### config.mk
export PLATFORM = sky130hd
export DESIGN_NAME = cdb_arbiter
export DESIGN_NICKNAME = d
export VERILOG_FILES = /design/src/rtl/cdb_arbiter.sv
export SDC_FILE = /design/constraint.sdc
export NUM_CORES = 1
export LEC_CHECK = 0
export CAP_MARGIN = 25
export CORE_ASPECT_RATIO = 1.5
export CORE_MARGIN = 4
export CORE_UTILIZATION = 36
export CTS_BUF_LIST = sky130_fd_sc_hd__clkbuf_8 sky130_fd_sc_hd__clkbuf_16
export CTS_CLUSTER_SIZE = 30
export DETAILED_ROUTE_END_ITERATION = 10
export PLACE_DENSITY = 0.83
export SLEW_MARGIN = 10
export SYNTH_ARGS = -nofsm -noshare
export SYNTH_HDL_FRONTEND = slang
export SYNTH_SLANG_ARGS = --single-unit
### constraint.sdc
create_clock -name clk -period 1.4 [get_ports clk]
set_input_delay 0.14 -clock clk [delete_from_list [all_inputs] [get_ports clk]]
set_output_delay 0.14 -clock clk [all_outputs]
set_load 0.02 [all_outputs]
### src/rtl/cdb_arbiter.sv
// cdb_arbiter: shares the common data bus among N_REQ execution-unit result ports.
// Define CDB_RR_EN for round-robin arbitration; otherwise the lowest requesting index wins.
module cdb_arbiter #(
  parameter int N_REQ     = 4,
  parameter int TAG_W     = 4,
  parameter int ROB_DEPTH = 16,
  parameter int ROB_PTR_W = $clog2(ROB_DEPTH)
) (
  input  logic                       clk,
  input  logic                       rst,
  input  logic                       flush,
  input  logic [N_REQ-1:0]           exu_req,
  output logic [N_REQ-1:0]           exu_rdy,
  input  logic [N_REQ*TAG_W-1:0]     exu_tag,
  input  logic [N_REQ*32-1:0]        exu_wdata,
  input  logic [N_REQ*ROB_PTR_W-1:0] exu_inst_id,
  output logic                       cdb_wr,
  output logic [TAG_W-1:0]           cdb_tag,
  output logic [31:0]                cdb_wdata,
  output logic [ROB_PTR_W-1:0]       cdb_inst_id
);

  localparam int PTR_W = (N_REQ > 1) ? $clog2(N_REQ) : 1;

  logic [N_REQ-1:0]     gnt_s;
  logic [PTR_W-1:0]     gnt_idx_s;
  logic                 gnt_vld_s;

  logic                 wr_q, wr_d;
  logic [TAG_W-1:0]     tag_q, tag_d;
  logic [31:0]          wdata_q, wdata_d;
  logic [ROB_PTR_W-1:0] inst_id_q, inst_id_d;

`ifdef CDB_RR_EN
  logic [PTR_W-1:0]     rr_ptr_q, rr_ptr_d;
  int                   scan_idx_s;

  // Round-robin grant: scan upward from rr_ptr, wrapping at N_REQ.
  always_comb begin
    gnt_s      = '0;
    gnt_idx_s  = '0;
    gnt_vld_s  = 1'b0;
    scan_idx_s = 0;
    if (flush) begin
      gnt_vld_s = 1'b0;
    end else begin
      for (int k = 0; k < N_REQ; k++) begin
        scan_idx_s = (int'(rr_ptr_q) + k) % N_REQ;
        if (!gnt_vld_s && exu_req[scan_idx_s]) begin
          gnt_s[scan_idx_s] = 1'b1;
          gnt_idx_s         = PTR_W'(scan_idx_s);
          gnt_vld_s         = 1'b1;
        end else begin
          gnt_vld_s = gnt_vld_s;
        end
      end
    end
  end

  // Pointer moves just past the winner; it holds when nothing transfers.
  always_comb begin
    if (gnt_vld_s) begin
      if (gnt_idx_s == PTR_W'(N_REQ - 1)) begin
        rr_ptr_d = '0;
      end else begin
        rr_ptr_d = gnt_idx_s + PTR_W'(1);
      end
    end else begin
      rr_ptr_d = rr_ptr_q;
    end
  end

  // Round-robin pointer register.
  always_ff @(posedge clk) begin
    if (rst) begin
      rr_ptr_q <= '0;
    end else begin
      rr_ptr_q <= rr_ptr_d;
    end
  end
`else
  // Fixed priority grant: lowest requesting index wins.
  always_comb begin
    gnt_s     = '0;
    gnt_idx_s = '0;
    gnt_vld_s = 1'b0;
    if (flush) begin
      gnt_vld_s = 1'b0;
    end else begin
      for (int k = 0; k < N_REQ; k++) begin
        if (!gnt_vld_s && exu_req[k]) begin
          gnt_s[k]  = 1'b1;
          gnt_idx_s = PTR_W'(k);
          gnt_vld_s = 1'b1;
        end else begin
          gnt_vld_s = gnt_vld_s;
        end
      end
    end
  end
`endif

  // Capture the winner's payload; only the granted port is ever selected.
  always_comb begin
    wr_d = gnt_vld_s;
    if (gnt_vld_s) begin
      tag_d     = exu_tag[int'(gnt_idx_s)*TAG_W +: TAG_W];
      wdata_d   = exu_wdata[int'(gnt_idx_s)*32 +: 32];
      inst_id_d = exu_inst_id[int'(gnt_idx_s)*ROB_PTR_W +: ROB_PTR_W];
    end else begin
      tag_d     = tag_q;
      wdata_d   = wdata_q;
      inst_id_d = inst_id_q;
    end
  end

  // Broadcast register; reset dominates flush and any transfer.
  always_ff @(posedge clk) begin
    if (rst) begin
      wr_q      <= 1'b0;
      tag_q     <= '0;
      wdata_q   <= 32'h0000_0000;
      inst_id_q <= '0;
    end else begin
      wr_q      <= wr_d;
      tag_q     <= tag_d;
      wdata_q   <= wdata_d;
      inst_id_q <= inst_id_d;
    end
  end

  assign exu_rdy     = gnt_s;
  assign cdb_wr      = wr_q & ~flush;
  assign cdb_tag     = tag_q;
  assign cdb_wdata   = wdata_q;
  assign cdb_inst_id = inst_id_q;

endmodule
After elaboration in Yosys (flattened, before gate mapping)
Index checks and enable logic that the tools add are counted.
- register bits: 41
- input port bits: 167
- output and inout port bits: 45
- word-level logic and storage cells: 31
- reduce and logical (&&, ||, !) cells: 6
- bitwise gates (word level): 2
- shifts and indexed selects: 3
- muxes and demuxes: 16
- operators by type and width (kind ; number):
    $shiftx 128x8->32 ; 1
    $shiftx 16x5->4 ; 2
    $mux 1 ; 12
    $mux 2 ; 3
    $mux 4 ; 1
    $logic_and 1x1->1 ; 3
    $logic_not 1->1 ; 3
    $and 1x1->1 ; 1
    $not 1->1 ; 1

Longest topological paths before layout
- depth after elaboration: 15
- depth in mapped cells: 6
- depth with buffers taken out: 3

Worst setup path before layout
No wires, ideal clock.
- path kind: input port to output port
- start: input exu_req[2]
- end: output exu_rdy[2]
- data required time: 1.260 ns
- cell stages on the path: 3
- arrival: 1.317 ns
- slack: -0.057 ns
- buffers on the path: 2
- cells stage by stage: buf_2 -> clkbuf_1 -> nor4b_1
- cells in the longest elaborated chain, start to end: 3
- RTL lines (item ; RTL line ; RTL):
    from (decl) ; 12 ; input logic [N_REQ-1:0] exu_req,
    $logic_and 1x1->1 ; 91 ; if (!gnt_vld_s && exu_req[k]) begin
    $mux 1 ; 91 ;
    $mux 4 ; 87 ; if (flush) begin
    to (decl) ; 13 ; output logic [N_REQ-1:0] exu_rdy,
No other way between the ends.

Final worst setup path
- start: register wdata_q[21], in the netlist cdb_wdata[21]
- end: output cdb_wdata[21]
- RTL lines (item ; RTL line ; RTL):
    from (decl) ; 31 ; logic [31:0] wdata_q, wdata_d;
    from (signal assigned) ; 127 ; wdata_q <= wdata_d;
    to (decl) ; 19 ; output logic [31:0] cdb_wdata,
No word-level cell between the ends.

==> impl_metrics.py <==
metrics = {
    "clock_tree": {
        "clk_latency_ns": 0.28,
        "cts_max_level": 2,
        "root_buffer": "clkbuf_16",
        "cts_setup_buffers": 0,
        "cts_sinks": 41,
        "clk_path_buf_depth": 2,
        "numCtsBuffers": 5,
        "cts_tree": "built",
        "clk_pin_slew_worst_paths_ns": 0.06,
    },
    "setup_path": {
        "arrival_ns": 1.23,
        "path_class": "reg2out",
        "cp_slowest_stage_delay_ns": 0.62,
        "reg2reg_setup_slack_ns": 0.70,
        "required_ns": 1.26,
        "crit_slowest_cell": "clkdlybuf4s50_1",
        "path_cells": "clkdlybuf4s50_1",
        "endpoint_kind": "output port",
        "path_max_fanout": 2,
        "path_buf_inv": 1,
        "path_delay_family": "buffers and inverters",
        "critPathLaunchType": "register",
    },
    "synth": {
        "synth_edf_count": 0,
        "yosysTopAreaCellShare_pct": 27.4,
        "ys_ff_latch": 41,
        "synth-warning-count": 0,
        "synth_compound_area_share_pct": 43.7,
        "synthArstFlopShare_pct": 0,
        "synthSimpleGateAreaFrac_pct": 20.6,
        "syn-instance-count": 383,
        "synthXorXnorAreaFrac_pct": 0,
        "synth_top_family_by_area": "compound AO/OA/AOI/OAI gates",
        "synth_common_cells": "a21oi_1 (147), nor2b_1 (42), dfxtp_1 (41)",
        "synth_area_leaders": "dfxtp_1 (27%), a21oi_1 (25%), o221a_1 (15%)",
        "synth_most_common_cell": "a21oi_1",
        "synth_mux_area_share_pct": 0,
        "syn_nets": 550,
        "syn_area_per_cell_um2": 7.82,
        "syn_area_um2": 3000,
        "synth_fa_ha_area_share_pct": 0,
        "synth_top_area_cell": "dfxtp_1",
        "yosysSeqAreaShare_pct": 27.4,
        "ys_types": 19,
        "synth_ff_type": "dfxtp_1",
    },
    "cells_and_area": {
        "fin_area_um2": 5430,
        "antennaDiodeCount": 0,
        "drive_above_1_share_pct": 10.3,
        "register_area_um2": 821,
        "area_growth_syn_to_layout_pct": 81.3,
        "layout.nets": 746,
        "nFillCells": 690,
        "multiInputGateArea_um2": 1960,
    },
    "drt": {
        "routed_wl_mm": 13.3,
        "detail_route.wl_per_cell_um": 19.4,
        "drt_iter0_markers": 157,
        "avgViaCountPerCell": 5.55,
        "first_pass_iters": 4,
        "drc": 0,
        "num_vias": 3800,
        "drtAntennaViolNets": 0,
    },
    "floorplan": {
        "start_util_pct": 37.2,
        "die_area_um2": 9870,
        "num_rows": 40,
        "io_pins": 212,
        "core_area_um2": 8060,
        "die_width_um": 82.5,
        "die-height_um": 120,
    },
    "timing": {
        "hold_violations": 0,
        "final-max-slew-violation-count": 0,
        "fmax_ghz": 0.728,
        "fin_tns_setup_ns": 0,
        "worst_slew_pin_slew_ns": 0.609,
        "worst_clock_skew_ns": 0,
        "fin_crit_sh_pct": 98.2,
        "setup_viol": 0,
        "min_period_ns": 1.37,
        "rsz0062_at_grt": "false",
        "slew_headroom_pct": 59.3,
    },
    "place": {
        "dp_hpwl_mm": 9.66,
        "place_congestion": 0.838,
        "placed_area_um2": 5210,
        "port_buffers": 211,
    },
    "global_route": {
        "grt_start_max_net_pins": 49,
        "grt_first_pass_wirelength_mm": 19.4,
        "grt_use_total_pct": 25.2,
        "grt_pass1_vias": 3913,
        "grt_overflow_total": 0,
        "antenna_found_initial": 0,
    },
    "job": {
        "cap_violations": 0,
    },
    "outcome": {
        "status": "completed",
    },
    "power": {
        "powerDensity_nw_per_um2": 742,
        "leakagePower_nw": 2.31,
        "ir_drop_mv": 0.453,
    },
    "hold_path": {
        "hold_path.class": "in2reg",
    },
}
routing by layer:
layer | vias to the layer above | part of all wire (%) | global-route usage [%]
met1 | 1754 | 37 | 28.7
met4 | 0 | 3.6 | 11.4
met2 | 187 | 52 | 43.9
li1 | 1829 | - | -
met3 | 30 | 8.1 | 4.95
met5 | - | 0 | 0
placed cells by master, fill, tap and decap left out, types with 2 or more instances in the layout:
cell type	netlist	routed
nand3b_1	40	40
clkbuf_16	0	5
a21oi_2	13	13
o221a_1	40	40
a21oi_1	147	147
buf_4	0	25
buf_12	0	2
buf_2	8	5
clkbuf_8	0	2
nor2_4	0	2
dlymetal6s2s_1	0	24
clkdlybuf4s50_1	0	172
dfxtp_1	41	41
dlygate4sd2_1	0	9
nor2b_1	42	42
through the flow:
step                worst slack (ns)  cells  hold slack, ns  total power, mW  util, %
finish                        0.0257    685           0.311             4.03     67.4
detailed placement            -0.369    676           0.521             2.84     64.7
floorplan                      0.104    383           0.217             2.01        -
CTS                         0.000464    684           0.281             4.05     66.6
global placement              -0.441    676           0.513             2.82     64.7
global route                 0.00314    685           0.360             4.20     67.4
worst paths after layout:
path                                    start             to  cells past startpoint
worst max-delay path            cdb_wdata[21]  cdb_wdata[21]                      1
worst min-delay path               exu_req[0]           wr_q                      4
worst max register to register   cdb_wdata[5]   cdb_wdata[5]                      1
worst min register to register  cdb_wdata[27]  cdb_wdata[27]                      1
report_power, final:
group	switching [mW]	internal, mW	leakage (nW)
sequential	0.0576	1.27	0.340
combinational	0.644	0.845	1.89
clock	0.463	0.755	0.0799
total	1.16	2.87	2.31
cell families after synthesis:
| kind of cell | Yosys count |
|---|---|
| AND/OR/NAND/NOR | 90 |
| buffers and inverters | 51 |
| flip-flops | 41 |
| AO/OA/AOI/OAI | 201 |
state kept, by name (all words and copies together) (netlist names):
register     cells
cdb_wdata       32
cdb_tag          4
cdb_inst_id      4
wr_q             1
layout make-up:
| type | count | area share, % |
|---|---|---|
| multi-input cells | 292 | 36.1 |
| clock inverters | 1 | 0.0921 |
| well taps | 105 | 2.42 |
| flip-flops and latches | 41 | 15.1 |
| clock buffers | 7 | 2.81 |
| inverters | 1 | 0.0691 |
| repair buffers | 238 | 43.4 |
repair_timing:
item,in CTS,in global routing
gates resized for setup,12,26
endpoints found under the setup margin,10,53
hold buffers,0,0
gates cloned,0,1
hold endpoints to repair,0,0
Power figures use the tool's default switching activity.
